### src/rtl/mac_pipe_param.sv
// Parametrised two-stage signed multiply-accumulate with multiply-subtract,
// load/clear, valid handshake, optional saturation and overflow flags.
module mac_pipe_param #(
   parameter int DATA_W = 16,
   parameter int ACC_W  = 40,
   parameter int OUT_W  = 32,
   parameter bit SAT_EN = 1'b1
) (
   input  logic                     clk,
   input  logic                     rst_n,
   input  logic                     en,
   input  logic                     in_valid,
   input  logic signed [DATA_W-1:0] X,
   input  logic signed [DATA_W-1:0] Y,
   input  logic                     op_sub,
   input  logic                     acc_load,
   input  logic signed [ACC_W-1:0]  Z,
   input  logic                     acc_clr,
   output logic                     out_valid,
   output logic signed [OUT_W-1:0]  Result,
   output logic signed [ACC_W-1:0]  acc,
   output logic                     acc_ovf,
   output logic                     res_sat
);

   localparam int PROD_W = 2 * DATA_W;
   localparam int EXT_W  = ACC_W + 1 - PROD_W;

   if (ACC_W < 2 * DATA_W + 1) begin : g_acc_w_chk
      $error("mac_pipe_param: ACC_W must be at least 2*DATA_W+1");
   end
   if (OUT_W > ACC_W) begin : g_out_w_chk
      $error("mac_pipe_param: OUT_W must not exceed ACC_W");
   end

   localparam logic [ACC_W-1:0] ACC_MAX = {1'b0, {(ACC_W-1){1'b1}}};
   localparam logic [ACC_W-1:0] ACC_MIN = {1'b1, {(ACC_W-1){1'b0}}};
   localparam logic [OUT_W-1:0] OUT_MAX = {1'b0, {(OUT_W-1){1'b1}}};
   localparam logic [OUT_W-1:0] OUT_MIN = {1'b1, {(OUT_W-1){1'b0}}};

   // True when the accumulator value is representable in OUT_W signed bits.
   function automatic logic fits_out(input logic [ACC_W-1:0] a);
      logic [ACC_W-OUT_W:0] top;
      top = a[ACC_W-1:OUT_W-1];
      return (&top) | ~(|top);
   endfunction

   // Clamp an out-of-range ACC_W+1 sum to the ACC_W extreme of its sign.
   function automatic logic [ACC_W-1:0] clamp_acc(input logic [ACC_W:0] s);
      return s[ACC_W] ? ACC_MIN : ACC_MAX;
   endfunction

   logic [PROD_W-1:0] prod_s;
   logic              v1_r;
   logic              clr1_r;
   logic              load1_r;
   logic              sub1_r;
   logic [PROD_W-1:0] prod_r;
   logic [ACC_W-1:0]  z1_r;

   logic [ACC_W-1:0]  acc_r;
   logic              ovf_r;
   logic [OUT_W-1:0]  res_r;
   logic              rsat_r;
   logic              out_valid_r;

   logic [ACC_W:0]    acc_ext_s;
   logic [ACC_W:0]    prod_ext_s;
   logic [ACC_W:0]    sum_s;
   logic              sum_ovf_s;
   logic [ACC_W-1:0]  acc_nxt_s;
   logic              ovf_nxt_s;
   logic [OUT_W-1:0]  res_nxt_s;
   logic              rsat_nxt_s;

   // Sign-extended full-precision product; the low 2*DATA_W bits of the
   // unsigned product of sign-extended operands equal the signed product.
   always_comb begin
      prod_s = {{DATA_W{X[DATA_W-1]}}, X} * {{DATA_W{Y[DATA_W-1]}}, Y};
   end

   // Stage 1: capture product, valid and the priority-resolved op code.
   always_ff @(posedge clk or negedge rst_n) begin
      if (!rst_n) begin
         v1_r    <= 1'b0;
         clr1_r  <= 1'b0;
         load1_r <= 1'b0;
         sub1_r  <= 1'b0;
         prod_r  <= {PROD_W{1'b0}};
         z1_r    <= {ACC_W{1'b0}};
      end else if (en) begin
         v1_r    <= in_valid;
         clr1_r  <= acc_clr;
         load1_r <= acc_load & ~acc_clr;
         sub1_r  <= op_sub & ~acc_load & ~acc_clr;
         prod_r  <= prod_s;
         z1_r    <= Z;
      end else begin
         v1_r    <= v1_r;
         clr1_r  <= clr1_r;
         load1_r <= load1_r;
         sub1_r  <= sub1_r;
         prod_r  <= prod_r;
         z1_r    <= z1_r;
      end
   end

   // Stage 2 next-state: accumulate at ACC_W+1 bits, then wrap or clamp.
   always_comb begin
      acc_ext_s  = {acc_r[ACC_W-1], acc_r};
      prod_ext_s = {{EXT_W{prod_r[PROD_W-1]}}, prod_r};
      if (sub1_r) begin
         sum_s = acc_ext_s - prod_ext_s;
      end else begin
         sum_s = acc_ext_s + prod_ext_s;
      end
      sum_ovf_s = sum_s[ACC_W] ^ sum_s[ACC_W-1];
      acc_nxt_s = acc_r;
      ovf_nxt_s = ovf_r;
      case ({clr1_r, load1_r})
         2'b10, 2'b11: begin
            acc_nxt_s = {ACC_W{1'b0}};
            ovf_nxt_s = 1'b0;
         end
         2'b01: begin
            acc_nxt_s = z1_r;
            ovf_nxt_s = 1'b0;
         end
         default: begin
            if (sum_ovf_s) begin
               ovf_nxt_s = 1'b1;
               if (SAT_EN) begin
                  acc_nxt_s = clamp_acc(sum_s);
               end else begin
                  acc_nxt_s = sum_s[ACC_W-1:0];
               end
            end else begin
               acc_nxt_s = sum_s[ACC_W-1:0];
            end
         end
      endcase
   end

   // Output formatting from the new accumulator value.
   always_comb begin
      res_nxt_s  = acc_nxt_s[OUT_W-1:0];
      rsat_nxt_s = 1'b0;
      if (SAT_EN && !fits_out(acc_nxt_s)) begin
         res_nxt_s  = acc_nxt_s[ACC_W-1] ? OUT_MIN : OUT_MAX;
         rsat_nxt_s = 1'b1;
      end else begin
         res_nxt_s  = acc_nxt_s[OUT_W-1:0];
         rsat_nxt_s = 1'b0;
      end
   end

   // Stage 2 registers: update only for a valid op; out_valid drops on stall.
   always_ff @(posedge clk or negedge rst_n) begin
      if (!rst_n) begin
         acc_r       <= {ACC_W{1'b0}};
         ovf_r       <= 1'b0;
         res_r       <= {OUT_W{1'b0}};
         rsat_r      <= 1'b0;
         out_valid_r <= 1'b0;
      end else if (en) begin
         out_valid_r <= v1_r;
         if (v1_r) begin
            acc_r  <= acc_nxt_s;
            ovf_r  <= ovf_nxt_s;
            res_r  <= res_nxt_s;
            rsat_r <= rsat_nxt_s;
         end else begin
            acc_r  <= acc_r;
            ovf_r  <= ovf_r;
            res_r  <= res_r;
            rsat_r <= rsat_r;
         end
      end else begin
         out_valid_r <= 1'b0;
         acc_r       <= acc_r;
         ovf_r       <= ovf_r;
         res_r       <= res_r;
         rsat_r      <= rsat_r;
      end
   end

   assign out_valid = out_valid_r;
   assign Result    = res_r;
   assign acc       = acc_r;
   assign acc_ovf   = ovf_r;
   assign res_sat   = rsat_r;

endmodule

### config.mk
export PLATFORM = sky130hd
export DESIGN_NAME = mac_pipe_param
export DESIGN_NICKNAME = d
export VERILOG_FILES = /design/src/rtl/mac_pipe_param.sv
export SDC_FILE = /design/constraint.sdc
export NUM_CORES = 1
export LEC_CHECK = 0
export CAP_MARGIN = 15
export CELL_PAD_IN_SITES_DETAIL_PLACEMENT = 1
export CELL_PAD_IN_SITES_GLOBAL_PLACEMENT = 2
export CORE_ASPECT_RATIO = 1.4
export CORE_MARGIN = 5
export CORE_UTILIZATION = 46
export CTS_CLUSTER_SIZE = 30
export DETAILED_ROUTE_END_ITERATION = 10
export DONT_BUFFER_PORTS = 1
export PLACE_DENSITY = 0.95
export SLEW_MARGIN = 20
export SYNTH_ARGS = -nofsm -noshare
export SYNTH_HDL_FRONTEND = slang
export SYNTH_SLANG_ARGS = --single-unit
### constraint.sdc
create_clock -name clk -period 12.7 [get_ports clk]
set_input_delay 1.905 -clock clk [delete_from_list [all_inputs] [get_ports clk]]
set_output_delay 1.905 -clock clk [all_outputs]
set_load 0.05 [all_outputs]
; After elaboration in Yosys (flattened, before gate mapping)
; Cells that the tools add are included.
[totals]
reg_bits = 151
wordCells = 42
[op_classes]
n_eq_ne = 3
mul = 1
mux = 10
n_reduce_logical = 7
bitwise_logic = 8
n_addsub = 2
[op_table]
columns = op, count
row1 = 40-bit two-way mux, 2
row2 = 40-bit case mux with 2 select lines, 1
row3 = 32-bit two-way mux, 2
row4 = 40-bit by 32-bit adder with 41-bit output, 1
row5 = 41-bit two-way mux, 1
row6 = 40-bit by 32-bit subtractor with 41-bit output, 1
row7 = 16-bit by 16-bit multiplier with 32-bit output, 1
row8 = 9-bit AND reduction, 1
row9 = 9-bit OR reduction, 1
row10 = "2-bit == test, second input constant", 2
row11 = 1-bit two-way mux, 4
row12 = 1-bit AND, 3
row13 = 1-bit inverter, 3
row14 = 3-bit AND reduction, 1
row15 = 3-bit OR reduction, 1
row16 = "2-bit by 1-bit == test with 1-bit output, second input constant", 1
row17 = 2-bit AND reduction, 1
row18 = 2-bit nonzero test, 1
row19 = 2-bit OR reduction, 1
row20 = 1-bit OR, 1
row21 = 1-bit bitwise XOR, 1

; Longest topological paths before layout
; Gate-level depths: netlist (run 1).
[depth]
ltp_word = 9
mapped_depth = 27
depth_no_buf = 26

; Least setup slack after synthesis (run 1)
; No wires, ideal clock.
[synth_timing]
path_type = input port to flip-flop
from = in X[11]
to = reg prod_r[31]
stages = 24
slack_ns = 4.536
setup_ns = 0.125
arrival_time_ns = 8.040
required_time_ns = 12.575
path_cell_list = clkbuf_1 > nand2_1 > fa_1 > fa_1 > inv_1 > fa_1 > inv_1 > fa_1 > fa_1 > fa_1 > inv_1 > ha_1 > clkbuf_1 > a21oi_1 > inv_1 > a41o_1 > a221o_1 > a311o_1 > nand4_1 > a31oi_1 > or4_1 > a31oi_1 > xnor2_1 > mux2_2
[synth_via]
elab_chain_cells = 1
[synth_lines]
columns = element, line_no
row1 = from (decl), 13  ; input logic signed [DATA_W-1:0] X,
row2 = 16-bit by 16-bit multiplier with 32-bit output, 79  ; prod_s = {{DATA_W{X[DATA_W-1]}}, X} * {{DATA_W{Y[DATA_W-1]}}, Y};
row3 = to (signal assigned), 89  ; prod_r <= {PROD_W{1'b0}};
row4 = to (signal assigned), 96  ; prod_r <= prod_s;
row5 = to (signal assigned), 103  ; prod_r <= prod_r;
row6 = to (decl), 58  ; logic [PROD_W-1:0] prod_r;
; Every way passes these cells.
; A chain may end at the register's enable or synchronous reset.

; Final worst setup path (run 1)
[layout_timing]
from = in X[15]
to = reg prod_r[31]
; Same word-level chain as after synthesis.

==> key figures, run 1 <==
Drt
  • Via count: 14200
  • WL/cell: between 20 and 25 um
  • Via/cell ratio: 5.66
  • DRC: 0
  • WL final: approximately 55 mm
  • 1st-pass router iterations: 5
  • Initial DRC count: 559
  • ANT nets after route: 0

Clock tree
  • H-Tree Depth: 4
  • TritonCTS Buffers: 17
  • CTS resizes: 0
  • Cts hold-fix bufs: 0
  • CTS tree: built
  • Sink Count: roughly 150
  • Setup bufs post-CTS: 0
  • Clock Tree Root: clkbuf_16
  • Worst skew pair latency: 0.45 ns
  • Clock slew seen by the registers of the worst setup and hold paths: 0.07 ns
  • Max clock buf depth: 2

Logic synthesis
  • Area contributors post-synth: fa_1, dfrtp_1, ha_1
  • Mapped Nets: 2485
  • FFs w/ async S/R, synth: 100%
  • Synth unique cells: 71
  • Share of the synthesized area in the top cell type: 27.7%
  • Number of enable flip-flop cells after synthesis: 0
  • Main synth FF type: dfrtp_1
  • Post-synthesis sequential area ratio: 19.9%
  • FF+latch count, synth: 151
  • Mapped cell area: between 0.015 and 0.02 mm^2
  • Most frequent cells after synthesis: inv_1, fa_1, nand2_1, dfrtp_1, and2_1
  • Yosys top cell by area: fa_1
  • Syn Inst Count: roughly 2000
  • Mapped Avg Cell Area: 9.41 um^2
  • Ys Warns: 0
  • Most common cell in the netlist: inv_1

STA
  • Slew headroom: 45.8%
  • Setup-failing EPs final: 0
  • Final worst setup slack: 4.77 ns
  • Sum Neg Setup Slack: 0 ns
  • Unrepaired setup endpoints after global routing: false
  • Final hold vios: 0
  • Final Max Slew Viols: 0
  • Final worst-path cycle share: 62.4%
  • Max Fclk: 126 MHz
  • Clock Skews: 0.0112 ns
  • Worst slew pin tran: 0.792 ns
  • Min cycle time layout: just under 8 ns

Placement
  • DP HPWL: 45.2 mm
  • Port buffer count: 0
  • Pre-CTS setup slack: 4.31 ns
  • Routability congestion estimate: 0.898

GRT
  • Largest net degree at the start of global routing: 152
  • Grt ovf: 0
  • GRT Overall Usage: 24.1%
  • Vias in the first global route: 16400
  • First-pass GRT wire length: 88.6 mm
  • Initial antenna violation count: 1

Floorplanning
  • Die area: 0.0456 mm^2
  • DIE WIDTH: 182 um
  • Chip height: 251 um
  • Ports: approximately 150
  • Core Rows: 88
  • Core ar.: 0.0411 mm^2
  • Starting Density: 46.3%

Finish
  • Final Net Count: 2420
  • P&R area growth vs syn: 4.95%
  • Share of cells above drive strength 1: 6.30%
  • Post-layout util: 48.6%

Worst setup path
  • Worst path required time: 13.03 ns
  • CP endpoint kind: flip-flop
  • Crit-path max FO: 16
  • Worst setup SP type: input port
  • Setup CP Type: input port to flip-flop
  • WP data arrival: around 8.3 ns

Outcome
  • Status: completed

Flow run
  • MaxCap Viol Count: 0

Worst hold path
  • HP Class: flip-flop to flip-flop
flip-flops by register name (all words and copies together), names as in the netlist:
register and count:
Result 32, acc 40, acc_ovf 1, clr1_r 1, load1_r 1, out_valid 1, prod_r 32, res_sat 1
sub1_r 1, v1_r 1, z1_r 40
critical path, cell delays in order:
cell and delay (ns):
nand2_1 0.09, inv_1 0.10, fa_1 0.78, fa_1 0.53, fa_1 0.53, fa_1 0.52
fa_1 0.49, inv_1 0.06, fa_1 0.48, inv_1 0.04, ha_1 0.33, a21o_1 0.22
a21o_1 0.17, a21o_1 0.18, a21oi_1 0.14, nor2_1 0.05, a311o_1 0.37, nand4_1 0.13
a31oi_1 0.12, or4_1 0.41, a31oi_1 0.23, xnor2_1 0.08, mux2_2 0.27
cell families after synthesis:
group,share of synthesized area [%]
and+or+nand+nor,13.7
AOI/OAI and AO/OA,13.2
DFF,19.9
buffers and inverters,8.55
muxes,4.09
xor gates and xnor gates,4.70
adders and majority gates,35.8
cell usage in the layout (no fill, tap or decap), drive strengths merged, types with 5 or more instances in the layout:
cell / instances
and2: 132
fa: 263
a21oi: 98
a31oi: 18
xor2: 23
mux2: 66
nand3: 15
a211oi: 7
nand2: 186
nand4: 18
dfrtp: 151
nor4: 10
a221o: 31
nand2b: 11
or4: 5
nor3: 12
xnor2: 79
clkbuf: 20
nor2: 111
a2111oi: 5
a221oi: 32
inv: 331
o21a: 5
buf: 6
o21bai: 14
nor2b: 5
o211ai: 5
o21ai: 55
and3: 9
ha: 123
a21o: 59
clkinv: 5
layer usage:
layer  vias to the layer above  track usage [%]  routed length [um]
li1                       6472                -                   -
met1                      7326             27.7               21200
met2                       316             44.8               29100
met3                        97             4.18                2390
met4                         0             8.67                1870
met5                         -                0                   0
path summary, 6_finish.rpt:
path                       cells past startpoint  slack [ns]    endpoint  startpoint
setup / recovery                              23        4.77  prod_r[31]       X[15]
hold / removal                                 1        0.52    z1_r[20]    z1_r[20]
setup reg to reg                              22        5.34  Result[12]   prod_r[0]
hold reg to reg                                1        0.52    z1_r[20]    z1_r[20]
max in group asynchronous                      0       11.19   prod_r[5]       rst_n
min in group asynchronous                      0        1.16  Result[11]       rst_n
through the flow:
step                      std cells  instance area, um^2  hold WS, ns
after floorplan                2020                19000        0.472
after global placement         2476                19400        0.490
after detailed placement       2476                19400        0.506
after CTS                      2508                20000        0.521
after global routing           2509                20000        0.536
final                          2509                20000        0.523
area by class of cell:
class	count	area, um^2
Clock inverter	12	140
Clock buffer	20	457
Multi-Input combinational cell	1450	13600
Tap cell	540	676
Antenna cell	1	2.50
Sequential cell	151	3780
Inverter	329	1230
Fill cell	4676	21100
Timing Repair Buffer	6	45.0
Power of run 1 is left out: the tool's default activity adds up to more than one toggle a clock period on the data nets, which glitch-free logic cannot reach.
==> run 2: changes to the inputs <==
- CORE_UTILIZATION: 46 -> 38
- PLACE_DENSITY: 0.95 -> 0.87
- clock period: 12.7 -> 6.4 ns (I/O delays scaled with it)
==> run 2 against run 1 <==
The run now ends with negative setup slack left. First-iteration DRC count down 13%. Cell area increased by 5.8%. Die area increased by 20%. Core utilization fell by 6.2 points.
==> key figures, run 2 (synthesis results as in run 1) <==
Finish
  • Fillers: 5736 (+23%)
  • Diodes inserted: 0 (-1)
  • Commonest cells after routing, fill and taps aside: inv_1, fa_1, nand2_1
  • Final Net Count: 2508 (+3.6%)
  • Share of cells above drive strength 1: 13.6% (+7.3 points)
  • Commonest non-fill, non-tap cell in the layout: inv_1
  • P&R area growth vs syn: 11.0%

Drt
  • Initial DRC count: 488 (-13%)
  • ANT nets after route: 0 (unchanged)
  • Via count: 14500 (+2.3%)
  • WL final: 57.2 mm (+4.8%)
  • 1st-pass router iterations: 5 (unchanged)
  • DRC: 0 (unchanged)
  • Via/cell ratio: 5.39 (-4.8%)
  • WL/cell: 21.2 um (-2.5%)

STA
  • Final hold vios: 0 (unchanged)
  • Setup-failing EPs final: 1 (+1)
  • Worst slew pin tran: 0.786 ns (-0.00580 ns)
  • Final worst setup slack: -0.0818 ns (-4.85 ns)
  • Clock Skews: 0.00780 ns (-0.00341 ns)
  • Unrepaired setup endpoints after global routing: true
  • Final Max Slew Viols: 0 (unchanged)
  • Slew headroom: 46.2% (+0.40 points)
  • Min cycle time layout: 6.48 ns
  • Max Fclk: about 150 MHz
  • Sum Neg Setup Slack: -0.0818 ns (-0.0818 ns)
  • Final worst-path cycle share: 101%

Outcome
  • Failing checks: negative setup slack
  • Status: finished, violations left

Clock tree
  • Cts hold-fix bufs: 0 (unchanged)
  • Sink Count: 151 (unchanged)
  • TritonCTS Buffers: 17 (unchanged)
  • Max clock buf depth: 2 (unchanged)
  • Clock slew seen by the registers of the worst setup and hold paths: 0.06 ns (about the same)
  • CTS tree: built
  • Worst skew pair latency: 0.45 ns (about the same)
  • Clock Tree Root: clkbuf_16
  • H-Tree Depth: 4 (unchanged)

Flow run
  • MaxCap Viol Count: 0 (unchanged)

Floorplanning
  • Core Rows: 97 (+10%)
  • Die area: 0.0547 mm^2 (+20%)
  • Chip height: 275 um (+9.6%)
  • DIE WIDTH: 199 um (+9.5%)
  • Starting Density: 38.2% (-8.1 points)
  • Ports: 154 (unchanged)
  • Core ar.: 0.0498 mm^2 (+21%)

GRT
  • Grt ovf: 0 (unchanged)
  • Vias in the first global route: 16500 (+1.0%)
  • Largest net degree at the start of global routing: 152 (unchanged)
  • GRT Overall Usage: 20.6% (-3.5 points)
  • Initial antenna violation count: 0 (-1)
  • First-pass GRT wire length: 90.0 mm (+1.6%)

Worst setup path
  • Worst setup SP type: input port
  • Setup CP Type: input port to flip-flop
  • Worst path required time: 6.74 ns (-6.29 ns)
  • CP endpoint kind: flip-flop
  • Crit-path max FO: 16 (unchanged)
  • WP data arrival: 6.82 ns (-1.43 ns)

Placement
  • Port buffer count: 0 (unchanged)
  • Routability congestion estimate: 0.869 (-3.3%)
  • DP HPWL: 46.1 mm (+2.1%)

Worst hold path
  • HP Class: input port to async pin
-- run 2: per-layer routing --
| metal | wire, um | track usage, % | vias up | share of wire (%) |
|---|---|---|---|---|
| li1 | - | - | 6649 | - |
| met1 | 22800 | 24.2 | 7555 | 40 |
| met2 | 30800 | 38.7 | 261 | 54 |
| met3 | 2110 | 2.90 | 76 | 3.7 |
| met4 | 1490 | 6.16 | 0 | 2.6 |
| met5 | 0 | 0 | - | 0 |
-- run 2: final timing paths --
kind | start | to | slack, ns | cells after the start
setup / recovery | Y[6] | prod_r[31] | -0.08 | 22
hold / removal | rst_n | Result[29] | 0.20 | 0
setup reg to reg | prod_r[12] | Result[20] | 0.13 | 26
hold reg to reg | z1_r[2] | z1_r[2] | 0.51 | 1
max in group asynchronous | rst_n | Result[5] | 5.95 | 0
min in group clk | z1_r[2] | z1_r[2] | 0.51 | 1
-- run 2: layout make-up --
class                      count  area (um^2)  area share, %
clock buffer                  20          447           2.12
clock inverter                11          101          0.480
inverter                     329         1230           5.85
multi-input combinational   1451        14000           66.2
sequential                   151         3780           17.9
tap                          643          805           3.81
timing repair buffer          93          762           3.61
-- run 2: worst max-delay path, cell delays in order --
cell and delay [ns]:
and2_4 0.14, fa_1 0.55, inv_2 0.04, fa_1 0.47, fa_1 0.54, inv_2 0.05
fa_1 0.50, fa_1 0.51, inv_2 0.04, fa_1 0.49, inv_2 0.05, ha_4 0.21
a21o_1 0.18, a21o_1 0.18, a221o_1 0.36, a311o_1 0.32, nand4_1 0.12, a31oi_2 0.11
or4_4 0.45, a31oi_4 0.20, xnor2_1 0.08, mux2_4 0.26
-- run 2: through the flow --
stage	utilization, %	std cells	hold slack (ns)	cell area [um^2]	setup slack [ns]
after floorplan	-	2020	0.472	19200	-0.438
after global placement	40.6	2655	0.493	20200	-0.558
after detailed placement	40.6	2655	0.500	20200	-0.649
after CTS	41.7	2686	0.175	20800	-0.106
after global routing	42.4	2698	0.178	21100	-0.281
final	42.4	2698	0.203	21100	-0.0818
-- run 2: repair_timing --
| action | 4_1_cts | 5_1_grt |
|---|---|---|
| pin swaps | 6 | 23 |
| cloned | 0 | 3 |
| buffers inserted | 0 | 9 |
| gates resized for setup | 7 | 59 |
| endpoints found under the setup margin | 31 | 39 |
Power of run 2 is left out for the same reason.
